File: config.mk
export PLATFORM = sky130hd
export DESIGN_NAME = alu_share_arbiter
export DESIGN_NICKNAME = d
export VERILOG_FILES = /design/src/rtl/alu_arb_pkg.sv /design/src/rtl/alu_share_arbiter_rr_arbiter.sv /design/src/rtl/alu_share_arbiter.sv
export SDC_FILE = /design/constraint.sdc
export NUM_CORES = 1
export LEC_CHECK = 0
export BUFFER_PORTS_ARGS = -buffer_cell sky130_fd_sc_hd__buf_2
export CORE_ASPECT_RATIO = 0.5
export CORE_UTILIZATION = 24
export CTS_CLUSTER_SIZE = 10
export DETAILED_ROUTE_END_ITERATION = 8
export GPL_TIMING_DRIVEN = 0
export HOLD_SLACK_MARGIN = 0.06
export PLACE_DENSITY = 0.47
export SETUP_SLACK_MARGIN = 0.1
export SLEW_MARGIN = 10
export SYNTH_ARGS = -nofsm -noshare
export SYNTH_HDL_FRONTEND = slang
export SYNTH_HIERARCHICAL = 1
export SYNTH_SLANG_ARGS = --single-unit
File: constraint.sdc
create_clock -name clk -period 5.3 [get_ports clk]
set_input_delay 0.53 -clock clk [delete_from_list [all_inputs] [get_ports clk]]
set_output_delay 0.53 -clock clk [all_outputs]
set_load 0.05 [all_outputs]
File: src/rtl/alu_arb_pkg.sv
// Shared types for the ALU share arbiter: FSM states, request payload and the
// subset of cv32e40p ALU operator encodings used by this block.
package alu_arb_pkg;

  localparam int unsigned ALU_OP_W = 7;
  localparam int unsigned DATA_W   = 32;

  // Encodings match cv32e40p_pkg so the block builds without the core sources.
  typedef enum logic [ALU_OP_W-1:0] {
    ALU_SLTS = 7'b0000010,
    ALU_SLTU = 7'b0000011,
    ALU_AND  = 7'b0010101,
    ALU_ADD  = 7'b0011000,
    ALU_SUB  = 7'b0011001,
    ALU_OR   = 7'b0101110,
    ALU_XOR  = 7'b0101111,
    ALU_DIVU = 7'b0110000,
    ALU_DIV  = 7'b0110001,
    ALU_REMU = 7'b0110010,
    ALU_REM  = 7'b0110011
  } alu_opcode_e;

  typedef enum logic [1:0] {
    IDLE = 2'd0,
    EXEC = 2'd1,
    RESP = 2'd2
  } arb_state_e;

  typedef struct packed {
    logic [ALU_OP_W-1:0] operator;
    logic [DATA_W-1:0]   a;
    logic [DATA_W-1:0]   b;
    logic [DATA_W-1:0]   c;
  } req_payload_t;

endpackage

File: src/rtl/alu_share_arbiter_rr_arbiter.sv
// Combinational round-robin pick: first valid requester searching upward
// from ptr_i+1 (mod NUM_REQ).
module rr_arbiter #(
  parameter int unsigned NUM_REQ = 2,
  parameter int unsigned ID_W    = (NUM_REQ > 1) ? $clog2(NUM_REQ) : 1
) (
  input  logic [NUM_REQ-1:0] valid_i,
  input  logic [ID_W-1:0]    ptr_i,
  output logic [NUM_REQ-1:0] grant_o,
  output logic [ID_W-1:0]    id_o,
  output logic               any_o
);

  int unsigned idx;

  always_comb begin
    grant_o = '0;
    id_o    = '0;
    any_o   = 1'b0;
    idx     = 0;
    for (int unsigned i = 1; i <= NUM_REQ; i++) begin
      idx = (32'(ptr_i) + i) % NUM_REQ;
      if (!any_o && valid_i[ID_W'(idx)]) begin
        any_o                = 1'b1;
        grant_o[ID_W'(idx)]  = 1'b1;
        id_o                 = ID_W'(idx);
      end
    end
  end

endmodule

File: src/rtl/alu_share_arbiter.sv
// Shares one ALU between NUM_REQ requesters: round-robin accept, hold operands
// through multi-cycle ops, return the captured result on a response channel.
module alu_share_arbiter
  import alu_arb_pkg::*;
#(
  parameter int unsigned NUM_REQ = 2,
  parameter int unsigned ID_W    = (NUM_REQ > 1) ? $clog2(NUM_REQ) : 1
) (
  input  logic                         clk,
  input  logic                         rst,
  input  logic [NUM_REQ-1:0]           req_valid_i,
  output logic [NUM_REQ-1:0]           req_ready_o,
  input  logic [NUM_REQ*ALU_OP_W-1:0]  req_operator_i,
  input  logic [NUM_REQ*DATA_W-1:0]    req_op_a_i,
  input  logic [NUM_REQ*DATA_W-1:0]    req_op_b_i,
  input  logic [NUM_REQ*DATA_W-1:0]    req_op_c_i,
  output logic                         resp_valid_o,
  output logic [ID_W-1:0]              resp_id_o,
  output logic [DATA_W-1:0]            resp_result_o,
  output logic                         resp_cmp_o,
  input  logic                         resp_ready_i,
  output logic                         alu_enable_o,
  output logic [ALU_OP_W-1:0]          alu_operator_o,
  output logic [DATA_W-1:0]            alu_op_a_o,
  output logic [DATA_W-1:0]            alu_op_b_o,
  output logic [DATA_W-1:0]            alu_op_c_o,
  output logic                         alu_ex_ready_o,
  input  logic [DATA_W-1:0]            alu_result_i,
  input  logic                         alu_cmp_i,
  input  logic                         alu_ready_i
);

  arb_state_e          state_q, state_d;
  logic [ID_W-1:0]     rr_ptr_q, id_q, win_id;
  logic [NUM_REQ-1:0]  grant;
  logic                win_any;
  req_payload_t        pay_q, win_pay;
  logic [DATA_W-1:0]   result_q;
  logic                cmp_q;
  logic                accept, capture;

  rr_arbiter #(
    .NUM_REQ (NUM_REQ),
    .ID_W    (ID_W)
  ) u_rr_arbiter (
    .valid_i (req_valid_i),
    .ptr_i   (rr_ptr_q),
    .grant_o (grant),
    .id_o    (win_id),
    .any_o   (win_any)
  );

  // Unpack the winning requester's slot.
  always_comb begin
    win_pay = '0;
    for (int unsigned k = 0; k < NUM_REQ; k++) begin
      if (grant[k]) begin
        win_pay.operator = req_operator_i[k*ALU_OP_W +: ALU_OP_W];
        win_pay.a        = req_op_a_i[k*DATA_W +: DATA_W];
        win_pay.b        = req_op_b_i[k*DATA_W +: DATA_W];
        win_pay.c        = req_op_c_i[k*DATA_W +: DATA_W];
      end
    end
  end

  always_ff @(posedge clk or posedge rst) begin
    if (rst) state_q <= IDLE;
    else     state_q <= state_d;
  end

  // Next state; req_ready is only offered while idle.
  always_comb begin
    state_d     = state_q;
    req_ready_o = '0;
    accept      = 1'b0;
    capture     = 1'b0;
    unique case (state_q)
      IDLE: begin
        req_ready_o = grant;
        if (win_any) begin
          accept  = 1'b1;
          state_d = EXEC;
        end
      end
      EXEC: begin
        if (alu_ready_i) begin
          capture = 1'b1;
          state_d = RESP;
        end
      end
      RESP: begin
        if (resp_ready_i) state_d = IDLE;
      end
      default: state_d = IDLE;
    endcase
  end

  always_ff @(posedge clk or posedge rst) begin
    if (rst) begin
      rr_ptr_q <= ID_W'(NUM_REQ - 1);
      id_q     <= '0;
      pay_q    <= '0;
      result_q <= '0;
      cmp_q    <= 1'b0;
    end else begin
      if (accept) begin
        pay_q    <= win_pay;
        id_q     <= win_id;
        rr_ptr_q <= win_id;
      end
      if (capture) begin
        result_q <= alu_result_i;
        cmp_q    <= alu_cmp_i;
      end
    end
  end

  // Outputs decode straight from registered state so they are zero outside their phase.
  assign alu_enable_o   = (state_q == EXEC);
  assign alu_ex_ready_o = (state_q == EXEC);
  assign alu_operator_o = alu_enable_o ? pay_q.operator : '0;
  assign alu_op_a_o     = alu_enable_o ? pay_q.a : '0;
  assign alu_op_b_o     = alu_enable_o ? pay_q.b : '0;
  assign alu_op_c_o     = alu_enable_o ? pay_q.c : '0;

  assign resp_valid_o   = (state_q == RESP);
  assign resp_id_o      = resp_valid_o ? id_q : '0;
  assign resp_result_o  = resp_valid_o ? result_q : '0;
  assign resp_cmp_o     = resp_valid_o ? cmp_q : 1'b0;

endmodule

-- After elaboration in Yosys (flattened, before gate mapping)
Index checks and enable logic that the tools add are counted.
- add/subtract/negate cells: 2
- multipliers: 0
- divide/modulo/power cells: 0
- order comparisons: 4
- equal/unequal tests: 5
- shift-type cells: 0
- muxes and demuxes: 32
- bitwise logic cells: 1
- reductions and logical operators: 6
- operator list (kind ; number):
    $mux 103 ; 2
    $mux 32 ; 4
    $mux 1 ; 16
    $mux 2 ; 6
    $mux 7 ; 1
    $ne 2x1->1 const B ; 3
    $pmux 2 s3 ; 1
    $lt 1x2->1 const B ; 2
    $logic_and 1x1->1 ; 3
    $reduce_and 3->1 ; 1
    $add 1x1->1 const B ; 2
    $demux 1 s1 ; 2
    $eq 2x1->1 const B ; 1
    $eq 2x2->1 const B ; 1
    $ge 1x1->1 const B ; 2
    $logic_not 2->1 ; 1
    $or 2x2->2 ; 1
    $logic_not 1->1 ; 1
- flip-flop bits (word level): 140
- bits in latches: 0
- memory bits (writable): 0
- bits in read-only memories: 0
- memories kept: 0

-- Longest topological paths before layout
- depth after elaboration: 10
- gate-level depth with buffers: 7
- gate-level depth less buffers: 5

-- Cells and area by module
Netlist, hierarchy kept.
- modules (own cells, without submodules) (module ; instances ; cells an instance ; area each (µm²) ; sequential area each (µm²)):
    alu_share_arbiter ; 1 ; 699 ; 6959.2 ; 3504.6
    rr_arbiter ; 1 ; 5 ; 32.5 ; 0.0

-- Worst setup path after synthesis
OpenSTA, ideal clock, no wires.
- path kind: input to output
- from: input port req_valid_i[1]
- to: output port req_ready_o[1]
- arrival: 2.375 ns
- path slack: 2.395 ns
- stages: 5
- cell sequence: a21boi_0 buf_2 buf_2 buf_2 nor3b_1
- word-level cells in the longest chain between the ends: 7
- RTL lines (element ; RTL line ; source):
    start, declared ; alu_share_arbiter.sv:11 ; input logic [NUM_REQ-1:0] req_valid_i,
    $mux 1 (not written as such) (2 in a row) ; alu_share_arbiter_rr_arbiter.sv:23 ; if (!any_o && valid_i[ID_W'(idx)]) begin
    $mux 1 ; alu_share_arbiter_rr_arbiter.sv:23 ;
    $logic_not 1->1 ; alu_share_arbiter_rr_arbiter.sv:23 ;
    $logic_and 1x1->1 ; alu_share_arbiter_rr_arbiter.sv:23 ;
    $mux 2 * ; alu_share_arbiter_rr_arbiter.sv:23 ;
    $mux 2 * ; alu_share_arbiter.sv:77 ; unique case (state_q)
    end, declared ; alu_share_arbiter.sv:12 ; output logic [NUM_REQ-1:0] req_ready_o,
Mark *: on every way between the ends. The rest lies on a longest branch, timed or not. The select of a mux whose other input is x is not followed.

-- Worst setup path in the final report
- from: register state_q[1]
- to: output port alu_op_a_o[25]
- word-level cells in the longest chain between the ends: 2
- RTL lines (element ; RTL line ; source):
    start, declared ; alu_share_arbiter.sv:33 ; arb_state_e state_q, state_d;
    start signal, assigned ; alu_share_arbiter.sv:68 ; else state_q <= state_d;
    $eq 2x1->1 ; alu_share_arbiter.sv:119 ; assign alu_enable_o = (state_q == EXEC);
    $mux 32 ; alu_share_arbiter.sv:122 ; assign alu_op_a_o = alu_enable_o ? pay_q.a : '0;
    end, declared ; alu_share_arbiter.sv:24 ; output logic [DATA_W-1:0] alu_op_a_o,
No other way between the ends.

==> impl_metrics.yaml <==
run_status:
  status: "finished, final reports clean"
setup_path:
  r2r_start: "rr_ptr_q$_DFFE_PP1P_"
  rrSetupSlack_ns: 3.17
  critPathLaunchType: "flop"
  critPathMaxStageDelay_ns: 0.43
  critPathBufInv: 3
  slowest_stage: "dfrtp_1"
  cp-end-kind: "output port"
  cp_common_cell: "buf_2"
  cp_max_fo: 10
  crit_chain: "and2b_2 > buf_2 > clkbuf_2 > and2_1 > buf_2"
  critical_path_required_ns: 4.77
  path_class: "flop to output port"
  cp_top_family: "buffers and inverters"
  timing.rr.end: "pay_q[29]$_DFFE_PP0P_"
  cp_data_arrival_time_ns: 2.37
  ff2ff_path_depth: 7
  critPathLaunch: "state_q[1]$_DFFE_PP0P_"
die:
  start_util_pct: 24.8
  die_x_microns: 243
  die_y_microns: 123
  dieArea_sq_um: 29900
  io_pins: 387
  core_area_sq_um: 28100
  row_count: 43
logic_synthesis:
  ys_warn_count: 6
  synth_top_cell_by_area: "dfrtp_1"
  syn-num-nets: 949
  netlist_area_sq_um: 6990
  synth_cells: 704
  syn_area_per_cell_sq_um: 9.93
  synth_cell_types: 27
  synth_top_area_share_pct: 49.7
  synthTopCellsByArea: "dfrtp_1, and2_1, a22oi_1"
  yosysSeqAreaShare_pct: 50.1
  ys_seq_elements: 140
global_route:
  grt_pass1_wl_microns: 39900
  grt_pass1_vias: 6776
  grt_usage_pct: 18.0
  grt_overflow: 0
  grt_max_degree: 72
  grt_antenna_before_repair: 1
sta:
  hold_viol: 0
  setup_viol: 0
  finClkSkew_ns: 0.00593
  rsz0062_at_grt: "no"
  hold_ws_ns: 0.126
  period_needed_ns: 2.90
  fmax_mhz: 345
  layout_setup_ws_ns: 2.40
  fin_crit_sh_pct: 54.7
  drv_slew: 0
  worst_pin_slew_ns: 0.690
  fin_setup_tns_ns: 0
  maxSlewHeadroom_pct: 54.0
final_layout:
  ff_latch_area_sq_um: 3500
  final_area_sq_um: 9970
  drive_gt1_share_pct: 44.3
  post-route-util_pct: 35.4
  syn2layout_area_growth_pct: 42.6
  layout_commonest_cell: "buf_2"
  fill_cells: 2981
  multi_input_comb_area_sq_um: 3140
  final_cell_mix: "buf_2, dfrtp_1, and2_1"
  fin_cells: 1507
  num-nets-final: 1355
clocking:
  clkLatencyLatePin_ns: 0.44
  cts_max_level: 4
  postCtsSetupBuffers: 0
  tritoncts: "built"
  root_buffer: "clkbuf_16"
  postCtsHoldBufs: 0
  path_clk_slew_ns: 0.06
  cts_buffer_depth: 2
  cts_resized: 0
  clkSinkCount: 140
  cts_buffers: 17
place:
  port_buffers: 386
  hpwl_microns: 20900
  place_ws_ns: 2.55
  placed_area_sq_um: 9440
  gp_congestion: 0.850
  dp_cells: 1473
power_and_ir_drop:
  total_power_mw: 7.47
  p_leak_nw: 5.06
  peakVddDrop_mv: 0.263
  p_per_area_nw_per_um2: 749
routing:
  first_pass_iters: 5
  via_per_inst: 4.50
  vias: 6789
  wl_microns: 27000
  drt-initial-drc-count: 301
  ant_nets: 0
  wl_per_cell_microns: 17.9
  drcViolationCount: 0
job:
  drv_cap: 0
worst_hold_path:
  hp-class: "input port to async pin"
-- cell usage after synthesis --
master and number:
nor2b_2 1, nor2_1 104, mux2_4 29, buf_6 3, clkbuf_2 6, a211oi_1 1, dfstp_2 1, clkbuf_1 17
nand3b_1 1, inv_1 3, nand2_1 1, a21oi_1 102, dfrtp_1 139, a22oi_1 102, and2b_2 1, buf_2 35
nand2_4 1, and2_1 137, or2_1 1, buf_4 4, a31oi_1 1, nor3b_1 3, mux2_2 6, a21boi_1 1
o21ai_0 1, a21boi_0 2, nor2b_1 1
-- layout make-up --
cell class,instances,area share (%)
tap,382,4.79
antenna,2,0.0502
clock buffer,29,4.92
inverter,3,0.188
timing repair buffer,387,19.6
sequential,140,35.1
buffer,65,3.34
clock inverter,3,0.402
multi-input combinational,496,31.5
-- where the power goes --
group	total, mW	leakage [nW]	internal, mW	switching (mW)
clock	1.12	0.258	0.669	0.454
sequential	1.90	1.62	1.64	0.266
combinational	4.44	3.18	1.29	3.16
total	7.47	5.06	3.59	3.88
-- flip-flops by register name, indices dropped and copies added, names as in the netlist --
register and flops:
cmp_q 1, pay_q 103, state_q 2, id_q 1, result_q 32, rr_ptr_q 1
-- cells by family (layout without fill, tap and decap cells) --
kind of cell           count (synthesis)  count (layout)  share of synthesized area (%)
buffers and inverters                 68             487                           4.92
and+or+nand+nor                      251             251                           18.9
other                                  0               2                              0
AOI/OAI and AO/OA                    210             210                           18.8
muxes                                 35              35                           7.19
DFF                                  140             140                           50.1
-- metal layers --
layer	vias to the layer above	part of all wire (%)	GRT usage, %
li1	3253	-	-
met1	3386	43	22.0
met2	116	52	32.0
met3	34	2.6	3.08
met4	0	1.9	6.41
met5	-	0	0
-- worst max path at each step --
stage	depth (start not counted)	slack [ns]	endpoint
5_1_grt	5	2.23	alu_op_b_o[2]
3_3_place_gp	2	-0.96	pay_q[43]$_DFFE_PP0P_
2_1_floorplan	1	1.02	cmp_q$_DFFE_PP0P_
6_report	5	2.40	alu_op_a_o[25]
4_1_cts	5	2.29	alu_op_a_o[25]
3_5_place_dp	7	2.55	req_ready_o[1]
(Power assumes the default switching activity.)
